$ cat config.mk
export PLATFORM = sky130hd
export DESIGN_NAME = fetch_align
export DESIGN_NICKNAME = d
export VERILOG_FILES = /design/src/rtl/fetch_align_pkg.sv /design/src/rtl/fetch_len.sv /design/src/rtl/fetch_align.sv
export SDC_FILE = /design/constraint.sdc
export NUM_CORES = 1
export LEC_CHECK = 0
export ABC_CLOCK_PERIOD_IN_PS = 2100
export CORE_AREA = 8 8 121 123
export DETAILED_ROUTE_END_ITERATION = 10
export DIE_AREA = 0 0 129 131
export GPL_ROUTABILITY_DRIVEN = 0
export PLACE_DENSITY_LB_ADDON = 0.15
export SLEW_MARGIN = 25
export SYNTH_ARGS = -nofsm -noshare
export SYNTH_HDL_FRONTEND = slang
export SYNTH_SLANG_ARGS = --single-unit
$ cat constraint.sdc
create_clock -name I_clk -period 2.1 [get_ports I_clk]
set_input_delay 0.315 -clock I_clk [delete_from_list [all_inputs] [get_ports I_clk]]
set_output_delay 0.315 -clock I_clk [all_outputs]
set_load 0.01 [all_outputs]
$ cat src/rtl/fetch_align_pkg.sv
// fetch_align_pkg: shared encodings for the instruction fetch aligner.
//   fa_state_e  - sequencer state encoding (2 bits)
//   LEN32_BITS  - low-bit pattern marking a 32-bit encoding
//   INSTR_NOP   - canonical 32-bit nop (addi x0,x0,0)
//   is_rvc()    - true when a halfword starts a compressed instruction
package fetch_align_pkg;

  localparam int unsigned HALF_W = 16;
  localparam int unsigned WORD_W = 32;

  typedef enum logic [1:0] {
    FA_S_REQ  = 2'b00,
    FA_S_WAIT = 2'b01,
    FA_S_OUT  = 2'b10
  } fa_state_e;

  localparam logic [1:0]        LEN32_BITS = 2'b11;
  localparam logic [WORD_W-1:0] INSTR_NOP  = 32'h00000013;

  function automatic logic is_rvc(input logic [HALF_W-1:0] half);
    return half[1:0] != LEN32_BITS;
  endfunction

endpackage

$ cat src/rtl/fetch_len.sv
// fetch_len: combinational length detector and instruction assembler.
//   pc1       - bit 1 of the fetch PC (upper-half start)
//   hb, hb_v  - carried halfword and its valid flag
//   data      - memory word just returned
//   instr     - assembled instruction (16-bit zero-extended)
//   is16      - assembled instruction is compressed
//   need_more - upper half starts a 32-bit instruction; another word is needed
module fetch_len
  import fetch_align_pkg::*;
(
  input  logic              pc1,
  input  logic [HALF_W-1:0] hb,
  input  logic              hb_v,
  input  logic [WORD_W-1:0] data,
  output logic [WORD_W-1:0] instr,
  output logic              is16,
  output logic              need_more
);

  // Carried upper half of a 32-bit instruction takes precedence over pc1.
  always_comb begin
    instr     = '0;
    is16      = 1'b0;
    need_more = 1'b0;
    if (hb_v && !is_rvc(hb)) begin
      instr = {data[15:0], hb};
    end else if (!pc1) begin
      if (is_rvc(data[15:0])) begin
        instr = {16'h0000, data[15:0]};
        is16  = 1'b1;
      end else begin
        instr = data;
      end
    end else if (is_rvc(data[31:16])) begin
      instr = {16'h0000, data[31:16]};
      is16  = 1'b1;
    end else begin
      need_more = 1'b1;
    end
  end

endmodule

$ cat src/rtl/fetch_align.sv
// fetch_align: instruction fetch sequencer between a 32-bit instruction
// memory port and decode. Issues word-aligned reads, one outstanding at a
// time, and presents one whole instruction per valid/ready handshake.
//   I_clk, I_rst                 - clock, synchronous active-high reset
//   I_redirect, I_redirect_pc    - load new PC, flush buffered state
//   O_mem_req/O_mem_addr         - word read request (addr[1:0] = 00)
//   I_mem_ack/I_mem_data         - read completion with data
//   O_valid/I_ready              - decode handshake
//   O_instr/O_pc/O_is16/O_fault  - presented instruction and attributes
// Build option FETCH_ALIGN_RVC_EN: when defined, compressed instructions at
// any halfword alignment are supported via a one-halfword carry buffer and
// O_fault is 0. When undefined every word is one 32-bit instruction and a
// word with compressed low bits is presented with O_fault=1.
module fetch_align
  import fetch_align_pkg::*;
#(
  parameter int unsigned        ADDR_W   = 32,
  parameter logic [ADDR_W-1:0]  RESET_PC = '0
) (
  input  logic              I_clk,
  input  logic              I_rst,
  input  logic              I_redirect,
  input  logic [ADDR_W-1:0] I_redirect_pc,
  output logic              O_mem_req,
  output logic [ADDR_W-1:0] O_mem_addr,
  input  logic              I_mem_ack,
  input  logic [WORD_W-1:0] I_mem_data,
  output logic              O_valid,
  input  logic              I_ready,
  output logic [WORD_W-1:0] O_instr,
  output logic [ADDR_W-1:0] O_pc,
  output logic              O_is16,
  output logic              O_fault
);

  fa_state_e         state;
  logic [ADDR_W-1:0] pc;
  logic              drop;

  logic [ADDR_W-1:0] word_addr_c;
  logic [ADDR_W-1:0] req_addr_c;
  logic [ADDR_W-1:0] redir_pc_c;
  logic [ADDR_W-1:0] pc_next_c;
  logic [WORD_W-1:0] asm_instr_c;
  logic [WORD_W-1:0] hb_instr_c;
  logic              asm_is16_c;
  logic              need_more_c;
  logic              hb_pop_c;
  logic              fault_c;

  assign word_addr_c = {pc[ADDR_W-1:2], 2'b00};
  assign pc_next_c   = pc + (O_is16 ? ADDR_W'(2) : ADDR_W'(4));

`ifdef FETCH_ALIGN_RVC_EN
  logic [HALF_W-1:0] hb;
  logic              hb_v;
  logic              hb_load_c;
  logic              ack_take_c;
  logic              unused_c;

  fetch_len u_len (
    .pc1       (pc[1]),
    .hb        (hb),
    .hb_v      (hb_v),
    .data      (I_mem_data),
    .instr     (asm_instr_c),
    .is16      (asm_is16_c),
    .need_more (need_more_c)
  );

  assign unused_c    = I_redirect_pc[0];
  assign redir_pc_c  = {I_redirect_pc[ADDR_W-1:1], 1'b0};
  // A carried 32-bit start needs its upper half from the following word.
  assign req_addr_c  = (hb_v && !is_rvc(hb)) ? word_addr_c + ADDR_W'(4) : word_addr_c;
  assign ack_take_c  = (state == FA_S_WAIT) && I_mem_ack && !drop && !I_redirect;
  assign hb_pop_c    = (state == FA_S_OUT) && I_ready && !I_redirect && hb_v && is_rvc(hb);
  assign hb_instr_c  = {16'h0000, hb};
  assign fault_c     = 1'b0;
  // Keep the upper half whenever the lower half (or carry) formed the output.
  assign hb_load_c   = (hb_v && !is_rvc(hb)) || (!pc[1] && asm_is16_c) || need_more_c;

  // Halfword carry buffer.
  always_ff @(posedge I_clk) begin
    if (I_rst) begin
      hb   <= '0;
      hb_v <= 1'b0;
    end else if (I_redirect) begin
      hb_v <= 1'b0;
    end else if (ack_take_c) begin
      hb_v <= hb_load_c;
      if (hb_load_c) hb <= I_mem_data[31:16];
    end else if (hb_pop_c) begin
      hb_v <= 1'b0;
    end
  end
`else
  logic [1:0] unused_c;

  assign unused_c    = I_redirect_pc[1:0];
  assign redir_pc_c  = {I_redirect_pc[ADDR_W-1:2], 2'b00};
  assign req_addr_c  = word_addr_c;
  assign asm_instr_c = I_mem_data;
  assign asm_is16_c  = 1'b0;
  assign need_more_c = 1'b0;
  assign hb_pop_c    = 1'b0;
  assign hb_instr_c  = '0;
  assign fault_c     = I_mem_data[1:0] != LEN32_BITS;
`endif

  // Fetch sequencer; redirect overrides every state.
  always_ff @(posedge I_clk) begin
    if (I_rst) begin
      state      <= FA_S_REQ;
      pc         <= RESET_PC;
      drop       <= 1'b0;
      O_mem_req  <= 1'b0;
      O_mem_addr <= '0;
      O_valid    <= 1'b0;
      O_instr    <= '0;
      O_pc       <= RESET_PC;
      O_is16     <= 1'b0;
      O_fault    <= 1'b0;
    end else if (I_redirect) begin
      pc      <= redir_pc_c;
      O_valid <= 1'b0;
      if (state == FA_S_WAIT && !I_mem_ack) begin
        // Read still in flight: keep requesting, discard its data later.
        drop <= 1'b1;
      end else begin
        drop      <= 1'b0;
        O_mem_req <= 1'b0;
        state     <= FA_S_REQ;
      end
    end else begin
      case (state)
        FA_S_REQ: begin
          O_mem_req  <= 1'b1;
          O_mem_addr <= req_addr_c;
          state      <= FA_S_WAIT;
        end
        FA_S_WAIT: begin
          if (I_mem_ack) begin
            O_mem_req <= 1'b0;
            drop      <= 1'b0;
            if (drop || need_more_c) begin
              state <= FA_S_REQ;
            end else begin
              O_valid <= 1'b1;
              O_instr <= asm_instr_c;
              O_pc    <= pc;
              O_is16  <= asm_is16_c;
              O_fault <= fault_c;
              state   <= FA_S_OUT;
            end
          end
        end
        FA_S_OUT: begin
          if (I_ready) begin
            pc <= pc_next_c;
            if (hb_pop_c) begin
              // Carried compressed half goes out with no memory access.
              O_instr <= hb_instr_c;
              O_pc    <= pc_next_c;
              O_is16  <= 1'b1;
              O_fault <= 1'b0;
            end else begin
              O_valid <= 1'b0;
              state   <= FA_S_REQ;
            end
          end
        end
        default: state <= FA_S_REQ;
      endcase
    end
  end

endmodule

## Yosys cells after proc, flatten, opt, wreduce, memory -nomap -nowiden

Cells that the tools add are included.

| cells by class | value |
|---|---|
| add/sub/neg operators | 1 |
| eq/ne operators | 9 |
| multiplexer cells | 20 |
| bitwise operators | 2 |
| reduce and logical (&&, ||, !) cells | 18 |

Operators with widths:

| kind | number |
|---|---|
| $mux W32 | 3 |
| $add A32 B3 Y32 const B | 1 |
| $mux W2 | 5 |
| $ne A2 B2 Y1 const B | 5 |
| $reduce_bool A2 Y1 | 5 |
| $mux W1 | 9 |
| $reduce_and A2 Y1 | 4 |
| $reduce_and A4 Y1 | 2 |
| $ne A3 B3 Y1 const B | 2 |
| $pmux W2 S3 | 1 |
| $reduce_and A3 Y1 | 2 |
| $pmux W1 S2 | 2 |
| $reduce_bool A3 Y1 | 1 |
| $eq A2 B1 Y1 const B | 1 |
| $eq A2 B2 Y1 const B | 1 |
| $logic_not A2 Y1 | 1 |
| $not A1 Y1 | 2 |
| $reduce_or A2 Y1 | 1 |
| $logic_and A1 B1 Y1 | 1 |
| $logic_not A1 Y1 | 1 |

| word-level totals | value |
|---|---|
| register bits after elaboration | 132 |
| output and inout bits | 100 |

## Longest topological paths before layout

Gate-level depths: netlist of run 1.

| depth | value |
|---|---|
| word-level depth | 4 |
| gate-level depth with buffers | 7 |
| gate-level depth less buffers | 5 |

## Worst setup path before layout of run 1

No wires, ideal clock.

| timing path | value |
|---|---|
| path type | register -> register |
| start point | reg pc[2] |
| end point | reg pc[24] |
| library setup time | 0.091 ns |
| arrival time | 2.102 ns |
| required time | 2.009 ns |
| path slack | -0.093 ns |
| cell stages (with the launch flop) | 7 |
| buffers on the path | 1 |
| period minus slack after synthesis | 2.193 ns |
| cells stage by stage | dfxtp_1 > ha_1 > nand4_1 > or4_4 > buf_6 > or4_1 > a311oi_1 |

| between the ends | value |
|---|---|
| longest elaborated chain between the ends | 4 |

Ends and longest elaborated chain:

| item | line | RTL |
|---|---|---|
| start: declaration | fetch_align.sv:37 | `logic [ADDR_W-1:0] pc;` |
| start signal: assignment | fetch_align.sv:124 | `pc <= redir_pc_c;` |
| start signal: assignment | fetch_align.sv:159 | `pc <= pc_next_c;` |
| $add A32 B3 Y32 | fetch_align.sv:52 | `assign pc_next_c = pc + (O_is16 ? ADDR_W'(2) : ADDR_W'(4));` |
| $mux W32 | fetch_align.sv:158 | `if (I_ready) begin` |
| $mux W32 | fetch_align.sv:135 | `case (state)` |
| $mux W32 | fetch_align.sv:123 | `end else if (I_redirect) begin` |

No other way between the ends. The select of a mux whose other input is x is not followed.
A chain may end at the register's enable or synchronous reset.

## Worst setup path after layout of run 1

| timing path | value |
|---|---|
| start point | reg pc[3] |
| end point | reg pc[26] |

Same word-level chain as after synthesis.

==> results.json, run 1 <==
{
  "p_leak_nw": 2.701,
  "hold_viol": 0,
  "cts.sinks": 128,
  "whs_path_depth": 2,
  "drtIter0Drc": 327,
  "vdd_ir_drop_max_mv": 0.4843,
  "die-area_mm2": 0.01690,
  "clk_latency_ns": 0.42,
  "grt_max_degree": 62,
  "htree_num_levels": 4,
  "cp_slowest_cell": "or4_4",
  "ys_ff_latch": 128,
  "clockBufferDepth": 2,
  "core_mm2": 0.01287,
  "cts_tree": "yes",
  "end_kind": "flip-flop",
  "crit_chain": "ha_4, nand4_1, or4_4, or4_1, a311oi_2",
  "start_kind": "flip-flop",
  "grt_pass1_vias": 5037,
  "rsz0062_at_grt": "yes",
  "timing.rr.start": "pc[3]",
  "drv_slew": 0,
  "hp-start": "I_rst",
  "antenna_found_initial": 0,
  "synth-edff-count": 0,
  "placed_area_mm2": 0.007297,
  "cpPeakStageDelay_ns": 0.56,
  "drc": 0,
  "path_clk_slew_ns": 0.06,
  "drtAntennaViolNets": 0,
  "setup_violations": 0,
  "hold_buffers": 0,
  "power_density_mw_per_mm2": 786.7,
  "crit_type": "flip-flop to flip-flop",
  "syn_area_mm2": 0.005248,
  "fin_area_mm2": 0.007948,
  "ys_warn_count": 0,
  "synth-async-reset-ratio_pct": 0,
  "fin_hold_ws_ns": 0.4240,
  "grt_use_total_pct": 19.71,
  "drv_cap": 0,
  "reg2regPathDepth": 5,
  "fp.dieW_um": 129,
  "synthCells": 665,
  "diodes": 0,
  "ys.flop_type": "dfxtp_1",
  "ys_seq_area_share_pct": 48.83,
  "synth.top_cell.area_share_pct": 48.83,
  "io_pins": 169,
  "port_buffers": 161,
  "wl_per_cell_um": 15.91,
  "ys_types": 49,
  "grt_pass1_wl_mm": 26.05,
  "yosys.cell_count.top_type": "nand2_1",
  "rrSetupSlack_ns": 0.03,
  "viasPerCell": 5.120,
  "worstMarginPinSlew_ns": 0.6642,
  "synth.avg_cell_area_um2": 7.891,
  "pre_cts_ws_ns": -0.3534,
  "status": "completed",
  "drive_above_1_share_pct": 12.24,
  "required_ns": 2.42,
  "fmax_mhz": 483.0,
  "synth.top_cells.by_count": "nand2_1, dfxtp_1, a21oi_1",
  "grt_overflow": 0,
  "layout.area.seq_mm2": 0.002567,
  "nets": 915,
  "area_growth_pct": 51.45,
  "post-route-min-period_ns": 2.071,
  "fill_cells": 1131,
  "min_to": "O_mem_addr[28]",
  "core.rowCount": 42,
  "start_util_pct": 40.76,
  "dp_cells": 1000,
  "cp.arrival_ns": 2.39,
  "yosysTopAreaCell": "dfxtp_1",
  "hold_class": "input port to flip-flop",
  "period_share_pct": 98.60,
  "vias": 5294,
  "fin_skew_ns": 0.008146,
  "multi_input_area_mm2": 0.002460,
  "fin_ws_ns": 0.02947,
  "dp_hpwl_mm": 12.11,
  "detail_route.first_pass.iterations": 5,
  "cts_made_buffers": 17,
  "die_height_um": 131,
  "slew_headroom_pct": 55.72,
  "cts_root_buffer": "clkbuf_16",
  "synth.area.top_cells": "dfxtp_1, nand2_1, a21oi_1",
  "crit_fanout": 7,
  "fin_cells": 1034,
  "finalWirelength_mm": 16.45,
  "reg2reg_to": "pc[26]"
}
worst max-delay path: cells and delay by family, from the launching register on:
kind	cells	cell delay [ns]
AO/OA/AOI/OAI	1	0.26
AND/OR/NAND/NOR	3	1.22
adder cells (fa/ha/maj)	1	0.15
flip-flops	1	0.35
registers in the layout (all words and copies together), names as in the netlist:
| signal | count |
|---|---|
| O_mem_req | 1 |
| drop | 1 |
| O_fault | 1 |
| pc | 30 |
| O_pc | 30 |
| state | 2 |
| O_valid | 1 |
| O_instr | 32 |
| O_mem_addr | 30 |
area by class of cell:
type / count / area share, %
Clock buffer: 19 / 5.573
Clock inverter: 13 / 2.015
Inverter: 6 / 0.2834
Multi-Input combinational cell: 474 / 30.95
Sequential cell: 128 / 32.30
Tap cell: 176 / 2.771
Timing Repair Buffer: 218 / 26.10
layout by cell type, fill, tap and decap left out, drive strengths merged, types with 4 or more instances in the layout:
| master | synthesis | layout |
|---|---|---|
| clkdlybuf4s50 | 0 | 160 |
| nand4 | 12 | 12 |
| nor4 | 8 | 8 |
| dfxtp | 128 | 128 |
| clkinv | 1 | 4 |
| xnor2 | 9 | 9 |
| nor3 | 10 | 10 |
| or3 | 4 | 4 |
| conb | 1 | 5 |
| nand2 | 200 | 200 |
| inv | 5 | 7 |
| a311oi | 13 | 13 |
| buf | 16 | 58 |
| clkbuf | 45 | 19 |
| o31ai | 10 | 10 |
| or4 | 14 | 14 |
| nor2 | 31 | 31 |
| a21oi | 98 | 98 |
| a211oi | 12 | 12 |
| nand3 | 10 | 10 |
| clkinvlp | 0 | 5 |
routing by layer:
layer  global-route usage [%]  vias to the layer above  wire length, µm  share of wire [%]
li1                         -                     2649                -                  -
met1                    25.23                     2418             7672                 47
met2                    30.63                      204             7316                 44
met3                    5.276                       23             1171                7.1
met4                    8.639                        0              293                1.8
met5                        0                        -                0                  0
where the power goes:
part | switching (mW) | total (mW) | internal, mW
Sequential | 0.0703 | 2.59 | 2.52
Clock | 1.09 | 2.98 | 1.90
Combinational | 0.329 | 0.675 | 0.346
worst max-delay path by stage:
| stage | startpoint | to | slack [ns] |
|---|---|---|---|
| after floorplan | pc[3] | pc[24] | 0.03 |
| after global placement | I_ready | pc[22] | -0.29 |
| after detailed placement | I_ready | pc[26] | -0.35 |
| after CTS | pc[3] | pc[26] | 0.007 |
| after global routing | pc[3] | pc[26] | -0.02 |
| final | pc[3] | pc[26] | 0.03 |
repair_timing:
item                                    4_1_cts  5_1_grt
resized for setup                             0        7
pin swaps                                     2        1
endpoints found under the setup margin        1        5
buffers inserted                              2        0
cells by family after synthesis:
group	after synthesis	synth area share [%]
AO/OA/AOI/OAI	148	16.93
XOR/XNOR	11	1.836
AND/OR/NAND/NOR	309	26.54
adder cells (fa/ha/maj)	1	0.2384
buffers and inverters	67	5.555
flip-flops	128	48.83
other	1	0.07146
per-stage QoR:
stage | power, mW | setup TNS (ns) | utilization, %
after CTS | 6.315 | 0 | 61.48
final | 6.253 | 0 | 61.73
after floorplan | 2.929 | 0 | -
after global routing | 6.498 | -0.02595 | 61.73
after detailed placement | 3.312 | -3.379 | 56.68
after global placement | 3.301 | -2.531 | 56.68
Note: power is estimated with default switching activity, not from simulation.
==> run 2: changes to the inputs <==
--- a/config.mk
+++ b/config.mk
@@ -6,9 +6,9 @@
 export NUM_CORES = 1
 export LEC_CHECK = 0
 export ABC_CLOCK_PERIOD_IN_PS = 2100
-export CORE_AREA = 8 8 121 123
+export CORE_AREA = 8 8 132 134
 export DETAILED_ROUTE_END_ITERATION = 10
-export DIE_AREA = 0 0 129 131
+export DIE_AREA = 0 0 140 142
 export GPL_ROUTABILITY_DRIVEN = 0
 export PLACE_DENSITY_LB_ADDON = 0.15
 export SLEW_MARGIN = 25
==> run 2 against run 1 <==
  * Design area decreased by 0.20%
  * Hold slack worse by 0.023 ns
  * Sequential share of layout area grew 0.066 points
  * Register-to-register slack better by 0.03 ns
  * First-iteration DRC count is 16% lower
  * Global-route usage fell by 2.6 points
  * Flip-flop and latch count did not move
  * Core utilization fell by 10 points
  * Final cell count up 1.6%
  * Clock-buffer cell count grew 5
  * Critical path type unchanged
  * Largest cell class unchanged
==> results.json, run 2 (same netlist as run 1, synthesis figures left out) <==
{
  "port_buffers": 161,
  "switching_share_pct": 23.79,
  "clockBufferDepth": 2,
  "p_int_mw": 4.539,
  "viasPerCell": 5.068,
  "cts_root_buffer": "clkbuf_16",
  "worstMarginPinSlew_ns": 0.6029,
  "hold_buffers": 0,
  "cts_tree": "yes",
  "grt_max_degree": 57,
  "largest_register_ffs": 32,
  "vdd_ir_drop_max_mv": 0.5280,
  "fin_skew_ns": 0.008460,
  "layout_commonest_cell": "nand2_1",
  "cp.arrival_ns": 2.37,
  "area_growth_pct": 51.14,
  "htree_num_levels": 4,
  "slew_headroom_pct": 59.80,
  "core.rowCount": 46,
  "crit_fanout": 8,
  "grt_use_total_pct": 17.12,
  "regMostFlops": "O_instr",
  "grt_pass1_wl_mm": 27.12,
  "drv_slew": 0,
  "clk_latency_ns": 0.42,
  "final_cell_mix": "nand2_1, clkdlybuf4s50_1, dfxtp_1",
  "status": "completed",
  "die_height_um": 142,
  "fin_hold_ws_ns": 0.4014,
  "final_util_pct": 51.42,
  "drtIter0Drc": 276,
  "fp.dieW_um": 140,
  "fin_cells": 1051,
  "nets": 918,
  "vias": 5326,
  "p_sw_mw": 1.417,
  "end_kind": "flip-flop",
  "drv_cap": 0,
  "fin_total_pwr_mw": 5.956,
  "p_leak_nw": 2.701,
  "fin_ws_ns": 0.05512,
  "rsz0062_at_grt": "yes",
  "core_mm2": 0.01542,
  "required_ns": 2.43,
  "grt_pass1_vias": 5149,
  "fmax_mhz": 489.0,
  "path_clk_slew_ns": 0.06,
  "cts_made_buffers": 17,
  "diodes": 0,
  "finalSetupTns_ns": 0,
  "hold_class": "input port to flip-flop",
  "cts.sinks": 128,
  "finalWirelength_mm": 17.05,
  "p_seq_share_pct": 43.5,
  "start_kind": "flip-flop",
  "hold_viol": 0,
  "p_comb_share_pct": 11.4,
  "drc": 0,
  "dp_cells": 1019,
  "io_pins": 169,
  "pwr-share-clk_pct": 45.0,
  "die-area_mm2": 0.01988,
  "power_density_mw_per_mm2": 751.0,
  "drtAntennaViolNets": 0,
  "crit_type": "flip-flop to flip-flop",
  "start_util_pct": 34.02,
  "fill_cells": 1470,
  "grt_overflow": 0,
  "detail_route.first_pass.iterations": 6,
  "wl_per_cell_um": 16.22,
  "drive_above_1_share_pct": 11.99,
  "setup_violations": 0,
  "post-route-min-period_ns": 2.045,
  "placed_area_mm2": 0.007352,
  "dp_hpwl_mm": 12.72,
  "pre_cts_ws_ns": -0.3554,
  "period_share_pct": 97.38,
  "antenna_found_initial": 0,
  "fin_area_mm2": 0.007931
}
## run 2: worst paths after layout
path             from        end  slack (ns)  cells after the start
min reg2reg  O_pc[12]   O_pc[12]        0.45                      2
max reg2reg     pc[2]     pc[30]        0.06                      5
min             I_rst  O_mem_req        0.40                      2
max             pc[2]     pc[30]        0.06                      5
## run 2: per-layer routing
metal	up-vias	global-route usage [%]	part of all wire, %
li1	2640	-	-
met1	2461	20.88	45
met2	197	26.23	44
met3	28	7.246	8.8
met4	0	6.800	2.0
met5	-	0	0
## run 2: worst max-delay path: stages, from the launching register on
cell and delay [ns]:
dfxtp_2 0.35, ha_4 0.13, nand4_1 0.17, or4_4 0.61, or4_4 0.43, a311oi_2 0.26
## run 2: power by group through the flow
| stage | registers (mW) | logic [mW] | clock network (mW) |
|---|---|---|---|
| 5_1_grt | 2.60 | 0.743 | 2.87 |
| 3_5_place_dp | 2.64 | 0.677 | 0 |
| 6_report | 2.59 | 0.682 | 2.68 |
| 3_3_place_gp | 2.64 | 0.668 | 0 |
| 2_1_floorplan | 2.66 | 0.272 | 0 |
| 4_1_cts | 2.59 | 0.682 | 2.74 |
## run 2: area by class of cell
type | instances | area, µm² | area share, %
Clock inverter | 6 | 60.06 | 0.7572
Timing Repair Buffer | 221 | 2110 | 26.60
Tap cell | 192 | 240.2 | 3.029
Multi-Input combinational cell | 474 | 2460 | 31.01
Clock buffer | 24 | 471.7 | 5.947
Sequential cell | 128 | 2567 | 32.37
Inverter | 6 | 22.52 | 0.2840
## run 2: timing repair
item | in CTS | in global routing
setup buffers | 0 | 2
endpoints found under the setup margin | 0 | 6
resized for setup | 0 | 8
